===== config.mk =====
export PLATFORM = sky130hd
export DESIGN_NAME = muldiv_unit
export DESIGN_NICKNAME = d
export VERILOG_FILES = /design/src/rtl/muldiv_pkg.sv /design/src/rtl/muldiv_iter_counter.sv /design/src/rtl/muldiv_unit.sv
export SDC_FILE = /design/constraint.sdc
export NUM_CORES = 1
export LEC_CHECK = 0
export CAP_MARGIN = 20
export CORE_MARGIN = 2
export CORE_UTILIZATION = 54
export CTS_BUF_LIST = sky130_fd_sc_hd__clkbuf_16
export DETAILED_ROUTE_END_ITERATION = 7
export DONT_BUFFER_PORTS = 1
export MAX_ROUTING_LAYER = met4
export PLACE_DENSITY = 0.69
export SYNTH_ARGS = -nofsm -noshare
export SYNTH_HDL_FRONTEND = slang
export SYNTH_SLANG_ARGS = --single-unit

===== constraint.sdc =====
create_clock -name clock -period 13.6 [get_ports clock]
set_input_delay 1.36 -clock clock [delete_from_list [all_inputs] [get_ports clock]]
set_output_delay 1.36 -clock clock [all_outputs]
set_load 0.02 [all_outputs]

===== src/rtl/muldiv_pkg.sv =====
// rtl/muldiv_pkg.sv - shared types, widths and helpers for the multiply/divide unit
//
// Holds the FSM state encoding, the operand width, the iteration count and
// the counter width used by muldiv_unit and muldiv_iter_counter.

package muldiv_pkg;

    localparam int DATA_W     = 32;
    localparam int ITER_COUNT = 32;
    // One bit wider than log2(ITER_COUNT) so the counter can rest at ITER_COUNT.
    localparam int CNT_W      = 6;

    typedef enum logic [1:0] {
        ST_IDLE = 2'd0,
        ST_MUL  = 2'd1,
        ST_DIV  = 2'd2,
        ST_DONE = 2'd3
    } state_e;

    // Magnitude of a two's-complement word; 0x80000000 maps to 2^31,
    // which is still representable as an unsigned 32-bit value.
    function automatic logic [DATA_W-1:0] abs_val(input logic [DATA_W-1:0] v);
        return v[DATA_W-1] ? (~v + {{(DATA_W-1){1'b0}}, 1'b1}) : v;
    endfunction

endpackage


===== src/rtl/muldiv_iter_counter.sv =====
// rtl/muldiv_iter_counter.sv - iteration counter with clear, enable and terminal count
//
// Ports:
//   clock   - rising-edge clock
//   reset   - asynchronous active-low reset
//   clear   - synchronous clear to zero (priority over enable)
//   enable  - advance by one per cycle, saturating at ITER_COUNT
//   tc      - high while the count equals ITER_COUNT-1 (last iteration)

module muldiv_iter_counter
    import muldiv_pkg::*;
(
    input  logic clock,
    input  logic reset,
    input  logic clear,
    input  logic enable,
    output logic tc
);

    logic [CNT_W-1:0] count_q;
    logic [CNT_W-1:0] count_d;

    always_comb begin
        count_d = count_q;
        if (clear) begin
            count_d = '0;
        end else if (enable && (count_q != CNT_W'(ITER_COUNT))) begin
            count_d = count_q + CNT_W'(1);
        end
    end

    always_ff @(posedge clock or negedge reset) begin
        if (!reset) begin
            count_q <= '0;
        end else begin
            count_q <= count_d;
        end
    end

    assign tc = (count_q == CNT_W'(ITER_COUNT - 1));

endmodule


===== src/rtl/muldiv_unit.sv =====
// rtl/muldiv_unit.sv - iterative signed 32-bit multiply / divide unit
//
// Ports:
//   clock          - rising-edge clock
//   reset          - asynchronous active-low reset
//   data_operandA  - signed multiplicand / dividend, sampled on the start edge
//   data_operandB  - signed multiplier / divisor, sampled on the start edge
//   ctrl_MULT      - one-cycle multiply start (wins if ctrl_DIV is also high)
//   ctrl_DIV       - one-cycle divide start
//   data_result    - product low word or quotient, held until the next completion
//   data_exception - multiply overflow, divide by zero, or MIN / -1
//   data_resultRDY - one-cycle completion strobe
//   busy           - high while an operation is in flight
//
// Build option: MULDIV_EARLY_DIV0_EN - a divide by zero completes one cycle
// after its start instead of running the full 32 iterations.

module muldiv_unit
    import muldiv_pkg::*;
(
    input  logic              clock,
    input  logic              reset,
    input  logic [DATA_W-1:0] data_operandA,
    input  logic [DATA_W-1:0] data_operandB,
    input  logic              ctrl_MULT,
    input  logic              ctrl_DIV,
    output logic [DATA_W-1:0] data_result,
    output logic              data_exception,
    output logic              data_resultRDY,
    output logic              busy
);

    state_e            state_q,  state_d;
    logic [DATA_W-1:0] a_mag_q,  a_mag_d;   // |A|, added into the product
    logic [DATA_W-1:0] b_mag_q,  b_mag_d;   // |B|, divisor magnitude
    logic              neg_q,    neg_d;     // sign to apply at completion
    logic              b_zero_q, b_zero_d;
    logic              dovf_q,   dovf_d;    // 0x80000000 / -1
    // hi: product high word (multiply) or signed partial remainder (divide).
    // lo: multiplier bits shifting out (multiply) or dividend bits shifting
    //     out while quotient bits shift in (divide).
    logic [DATA_W:0]   hi_q,     hi_d;
    logic [DATA_W-1:0] lo_q,     lo_d;
    logic [DATA_W-1:0] result_q, result_d;
    logic              exc_q,    exc_d;
    logic              rdy_q,    rdy_d;
    logic              busy_q,   busy_d;

    logic cnt_clear;
    logic cnt_en;
    logic cnt_tc;
    logic early_done;

    muldiv_iter_counter u_iter_counter (
        .clock  (clock),
        .reset  (reset),
        .clear  (cnt_clear),
        .enable (cnt_en),
        .tc     (cnt_tc)
    );

`ifdef MULDIV_EARLY_DIV0_EN
    assign early_done = b_zero_q;
`else
    assign early_done = 1'b0;
`endif

    // One shift-add multiply step: add |A| when the current multiplier bit is
    // set, then shift the 65-bit {carry, hi, lo} right by one.
    logic [DATA_W:0]     mul_sum;
    logic [DATA_W:0]     mul_hi_nxt;
    logic [DATA_W-1:0]   mul_lo_nxt;
    logic [2*DATA_W-1:0] product;
    logic [2*DATA_W-1:0] prod_signed;
    logic [DATA_W:0]     prod_top;
    logic                mul_ovf;

    // One non-restoring divide step: shift the next dividend bit into the
    // remainder, subtract the divisor if the remainder is non-negative, add it
    // back otherwise; the new quotient bit is the inverted remainder sign.
    // The quotient needs no correction; only the remainder would, and it is
    // discarded.
    logic [DATA_W:0]     div_shift;
    logic [DATA_W:0]     div_r_nxt;
    logic [DATA_W-1:0]   div_lo_nxt;
    logic [DATA_W-1:0]   quot_signed;

    always_comb begin
        mul_sum    = {1'b0, hi_q[DATA_W-1:0]} + (lo_q[0] ? {1'b0, a_mag_q} : '0);
        mul_hi_nxt = {1'b0, mul_sum[DATA_W:1]};
        mul_lo_nxt = {mul_sum[0], lo_q[DATA_W-1:1]};
        product    = {mul_hi_nxt[DATA_W-1:0], mul_lo_nxt};
        prod_signed = neg_q ? (~product + {{(2*DATA_W-1){1'b0}}, 1'b1}) : product;
        // Overflow when the signed product does not sign-extend from bit 31.
        prod_top   = prod_signed[2*DATA_W-1:DATA_W-1];
        mul_ovf    = !((prod_top == '0) || (prod_top == '1));

        div_shift  = {hi_q[DATA_W-1:0], lo_q[DATA_W-1]};
        div_r_nxt  = hi_q[DATA_W] ? (div_shift + {1'b0, b_mag_q})
                                  : (div_shift - {1'b0, b_mag_q});
        div_lo_nxt = {lo_q[DATA_W-2:0], ~div_r_nxt[DATA_W]};
        quot_signed = neg_q ? (~div_lo_nxt + {{(DATA_W-1){1'b0}}, 1'b1}) : div_lo_nxt;
    end

    always_comb begin
        state_d   = state_q;
        a_mag_d   = a_mag_q;
        b_mag_d   = b_mag_q;
        neg_d     = neg_q;
        b_zero_d  = b_zero_q;
        dovf_d    = dovf_q;
        hi_d      = hi_q;
        lo_d      = lo_q;
        result_d  = result_q;
        exc_d     = exc_q;
        rdy_d     = 1'b0;
        busy_d    = busy_q;
        cnt_clear = 1'b0;
        cnt_en    = 1'b0;

        case (state_q)
            ST_IDLE, ST_DONE: begin
                state_d = ST_IDLE;
                busy_d  = 1'b0;
                if (ctrl_MULT || ctrl_DIV) begin
                    state_d   = ctrl_MULT ? ST_MUL : ST_DIV;
                    busy_d    = 1'b1;
                    cnt_clear = 1'b1;
                    a_mag_d   = abs_val(data_operandA);
                    b_mag_d   = abs_val(data_operandB);
                    neg_d     = data_operandA[DATA_W-1] ^ data_operandB[DATA_W-1];
                    b_zero_d  = (data_operandB == '0);
                    dovf_d    = (data_operandA == {1'b1, {(DATA_W-1){1'b0}}}) &&
                                (data_operandB == '1);
                    hi_d      = '0;
                    lo_d      = ctrl_MULT ? abs_val(data_operandB)
                                          : abs_val(data_operandA);
                end
            end

            ST_MUL: begin
                cnt_en = 1'b1;
                hi_d   = mul_hi_nxt;
                lo_d   = mul_lo_nxt;
                if (cnt_tc) begin
                    state_d  = ST_DONE;
                    rdy_d    = 1'b1;
                    busy_d   = 1'b0;
                    result_d = prod_signed[DATA_W-1:0];
                    exc_d    = mul_ovf;
                end
            end

            ST_DIV: begin
                cnt_en = 1'b1;
                hi_d   = div_r_nxt;
                lo_d   = div_lo_nxt;
                if (cnt_tc || early_done) begin
                    state_d  = ST_DONE;
                    rdy_d    = 1'b1;
                    busy_d   = 1'b0;
                    // MIN / -1 already yields 0x80000000 from the magnitude path.
                    result_d = b_zero_q ? '0 : quot_signed;
                    exc_d    = b_zero_q | dovf_q;
                end
            end

            default: begin
                state_d = ST_IDLE;
                busy_d  = 1'b0;
            end
        endcase
    end

    always_ff @(posedge clock or negedge reset) begin
        if (!reset) begin
            state_q  <= ST_IDLE;
            a_mag_q  <= '0;
            b_mag_q  <= '0;
            neg_q    <= 1'b0;
            b_zero_q <= 1'b0;
            dovf_q   <= 1'b0;
            hi_q     <= '0;
            lo_q     <= '0;
            result_q <= '0;
            exc_q    <= 1'b0;
            rdy_q    <= 1'b0;
            busy_q   <= 1'b0;
        end else begin
            state_q  <= state_d;
            a_mag_q  <= a_mag_d;
            b_mag_q  <= b_mag_d;
            neg_q    <= neg_d;
            b_zero_q <= b_zero_d;
            dovf_q   <= dovf_d;
            hi_q     <= hi_d;
            lo_q     <= lo_d;
            result_q <= result_d;
            exc_q    <= exc_d;
            rdy_q    <= rdy_d;
            busy_q   <= busy_d;
        end
    end

    assign data_result    = result_q;
    assign data_exception = exc_q;
    assign data_resultRDY = rdy_q;
    assign busy           = busy_q;

endmodule


==> flow_summary.json <==
{
  "design.core.area_mm2": 0.0294,
  "final.min_clock_period_ns": 6.49,
  "fin_ws_ns": 7.11,
  "syn_area_per_cell_um2": 8.01,
  "area_growth_pct": 4.65,
  "finalClockSkew_ns": 0.0114,
  "drv_cap": 0,
  "synthAdderAreaFrac_pct": 6.11,
  "antenna_found_initial": 0,
  "syn_nets": 2145,
  "htreeDepth": 4,
  "final_common_cell": "nand2_1",
  "cp-end-kind": "register",
  "path_class": "register to register",
  "route.detailed.drc": 0,
  "clk_path_buf_depth": 2,
  "clkSlewWorstSetupHoldPaths_ns": 0.07,
  "p_switching_mw": 2.09,
  "drive_gt1_share_pct": 5.70,
  "cts.sinks": 175,
  "grt_overflow": 0,
  "ys_ff_latch": 175,
  "die_h_um": 176,
  "yosysWarnings": 0,
  "place_congestion": 0.949,
  "synth_edf_count": 0,
  "syn-cell-area_mm2": 0.0160,
  "numCtsBuffers": 17,
  "p_int_mw": 1.95,
  "port_buffers": 0,
  "synth_compound_area_share_pct": 27.0,
  "place_ws_ns": 7.18,
  "clock_power_share_pct": 13.0,
  "grt_use_total_pct": 33.2,
  "tightest_slew_ns": 1.15,
  "grt_first_pass_wirelength_um": 77900,
  "first_iter_violations": 1787,
  "pwr-share-comb_pct": 63.1,
  "grt_pass1_vias": 13700,
  "setup_viol": 0,
  "synth_top_family_by_area": "compound AO/OA/AOI/OAI gates",
  "grt_max_degree": 176,
  "layout_common_cells": "198 x nand2_1, 191 x o21ai_0, 174 x dfrtp_1",
  "cts_setup_buffers": 0,
  "hp-class": "register to register",
  "p_leak_nw": 7.21,
  "clk_latency_ns": 0.45,
  "initial_core_util_pct": 54.5,
  "netlist_instances": 2000,
  "dr.pass1.iters": 8,
  "detail-route-antenna-nets": 0,
  "finalMaxSlewViolations": 0,
  "slew_headroom_pct": 23.0,
  "reg2reg_slack_ns": 7.11,
  "die_area_mm2": 0.0311,
  "clockRootBuffer": "clkbuf_16",
  "irDropWorstVdd_mv": 0.299,
  "via_count": 15100,
  "hold_buffers": 0,
  "hold_viol": 0,
  "row_count": 63,
  "crit_required_ns": 13.93,
  "post_drt_wl_per_cell_um": 21.8,
  "cp_max_fo": 15,
  "wl_um": 50300,
  "worst_ep_arrival_time_ns": 6.82,
  "fmax_mhz": 154,
  "p_sw_share_pct": 51.8,
  "dpl.hpwl_um": 38300,
  "nNetsFinal": 2045,
  "fin_crit_sh_pct": 47.7,
  "tns_ns": 0,
  "synthDistinctLibCells": 85,
  "cts_resized": 0,
  "synthSimpleGateAreaFrac_pct": 21.3,
  "synth_xor_area_share_pct": 11.0,
  "viasPerCell": 6.57,
  "status": "complete, no violations",
  "cts_tree": "yes",
  "die_w_um": 176,
  "async_flop_share_pct": 100,
  "antenna_cells": 0,
  "io_pins": 103,
  "power_frac_seq_pct": 23.9,
  "synthMuxAreaShare_pct": 2.52,
  "start_kind": "register",
  "seq_area_frac_synth_pct": 27.3,
  "p_per_area_mw_per_mm2": 241,
  "synth_ff_type": "dfrtp_1",
  "rsz0062_at_grt": "no"
}
metrics by stage:
step	std cells	total power, mW	instance area (um2)	utilization [%]	hold slack (ns)
floorplan	2000	2.86	16000	-	0.442
global placement	2271	3.41	16100	54.9	0.456
detailed placement	2271	3.45	16100	54.9	0.463
CTS	2303	3.99	16800	57.0	0.479
global route	2303	4.35	16800	57.0	0.494
finish	2303	4.04	16800	57.0	0.480
area by class of cell:
cell class                      count  area (um2)
Fill cell                        2677       12600
Multi-Input combinational cell   1633       10900
Sequential cell                   175        4380
Tap cell                          390         488
Clock buffer                       17         425
Inverter                           54         203
Clock inverter                     15         194
Timing Repair Buffer               19         143
path summary, 6_finish.rpt:
check / cells after the start / endpoint / from
worst max-delay path: 18 / data_result[27] / b_mag_q[13]
worst min-delay path: 2 / a_mag_q[27] / a_mag_q[27]
worst max register to register: 18 / data_result[27] / b_mag_q[13]
worst min register to register: 2 / a_mag_q[27] / a_mag_q[27]
max in group asynchronous: 0 / b_mag_q[6] / reset
min in group asynchronous: 0 / data_result[11] / reset
power groups by stage:
stage	Sequential [mW]	Clock (mW)	Combinational (mW)
final	0.966	0.526	2.55
after global routing	0.989	0.547	2.82
after CTS	0.953	0.528	2.51
after detailed placement	0.963	0	2.49
after global placement	0.953	0	2.45
after floorplan	0.805	0	2.05
layer usage:
metal	GRT usage (%)	wire length, um
met2	46.6	21000
met1	47.4	22700
met3	6.20	4750
met4	12.4	1760
met5	-	0
critical path: stages (launching register included):
cell and delay, ns:
dfrtp_1 0.42, or4_1 0.58, nor4_1 0.33, or4b_1 0.52, nor4b_1 0.39, nor2b_1 0.31, a21oi_1 0.12, xor2_1 0.17
ha_1 0.36, nand2_1 0.14, nand2b_1 0.07, a21o_1 0.17, a221oi_1 0.26, a21boi_0 0.46, o21ai_0 0.25, a311oi_2 1.01
o21ai_0 0.29, xnor2_1 0.19, a221o_1 0.33
sequential cells by signal (all words and copies together) (netlist names):
register / count
neg_q: 1
u_iter_counter.count_q: 6
a_mag_q: 32
lo_q: 32
b_zero_q: 1
dovf_q: 1
state_q: 2
b_mag_q: 32
hi_q: 33
data_exception: 1
busy: 1
data_resultRDY: 1
data_result: 32
Yosys cell counts, drive strengths merged (13+ instances only):
library cell	n	area (um2)
or4	21	161
and3	19	119
o21ai	194	971
nor2b	17	106
nand3	36	180
ha	75	938
o31ai	36	284
and2	48	300
nor2	123	462
a221o	19	190
a21oi	101	505
mux2	19	214
or2	19	119
mux2i	19	190
a22oi	24	180
dfrtp	175	4380
a211oi	16	120
buf	13	65.1
a222oi	29	290
xor2	144	1260
o221ai	20	175
nand4	23	144
o21a	26	195
nand2	198	743
nor4	25	169
or3	26	163
a21o	38	285
clkbuf	125	470
a31oi	17	106
xnor2	58	508
nor3	71	355
nand2b	23	144
o41ai	21	184
inv	54	203
cell families after synthesis:
| kind of cell | Yosys count |
|---|---|
| adder cells (fa/ha/maj) | 77 |
| XOR/XNOR | 202 |
| AND/OR/NAND/NOR | 676 |
| multiplexers | 38 |
| flip-flops | 175 |
| buffers and inverters | 192 |
| AO/OA/AOI/OAI | 640 |
Power figures use the tool's default switching activity.
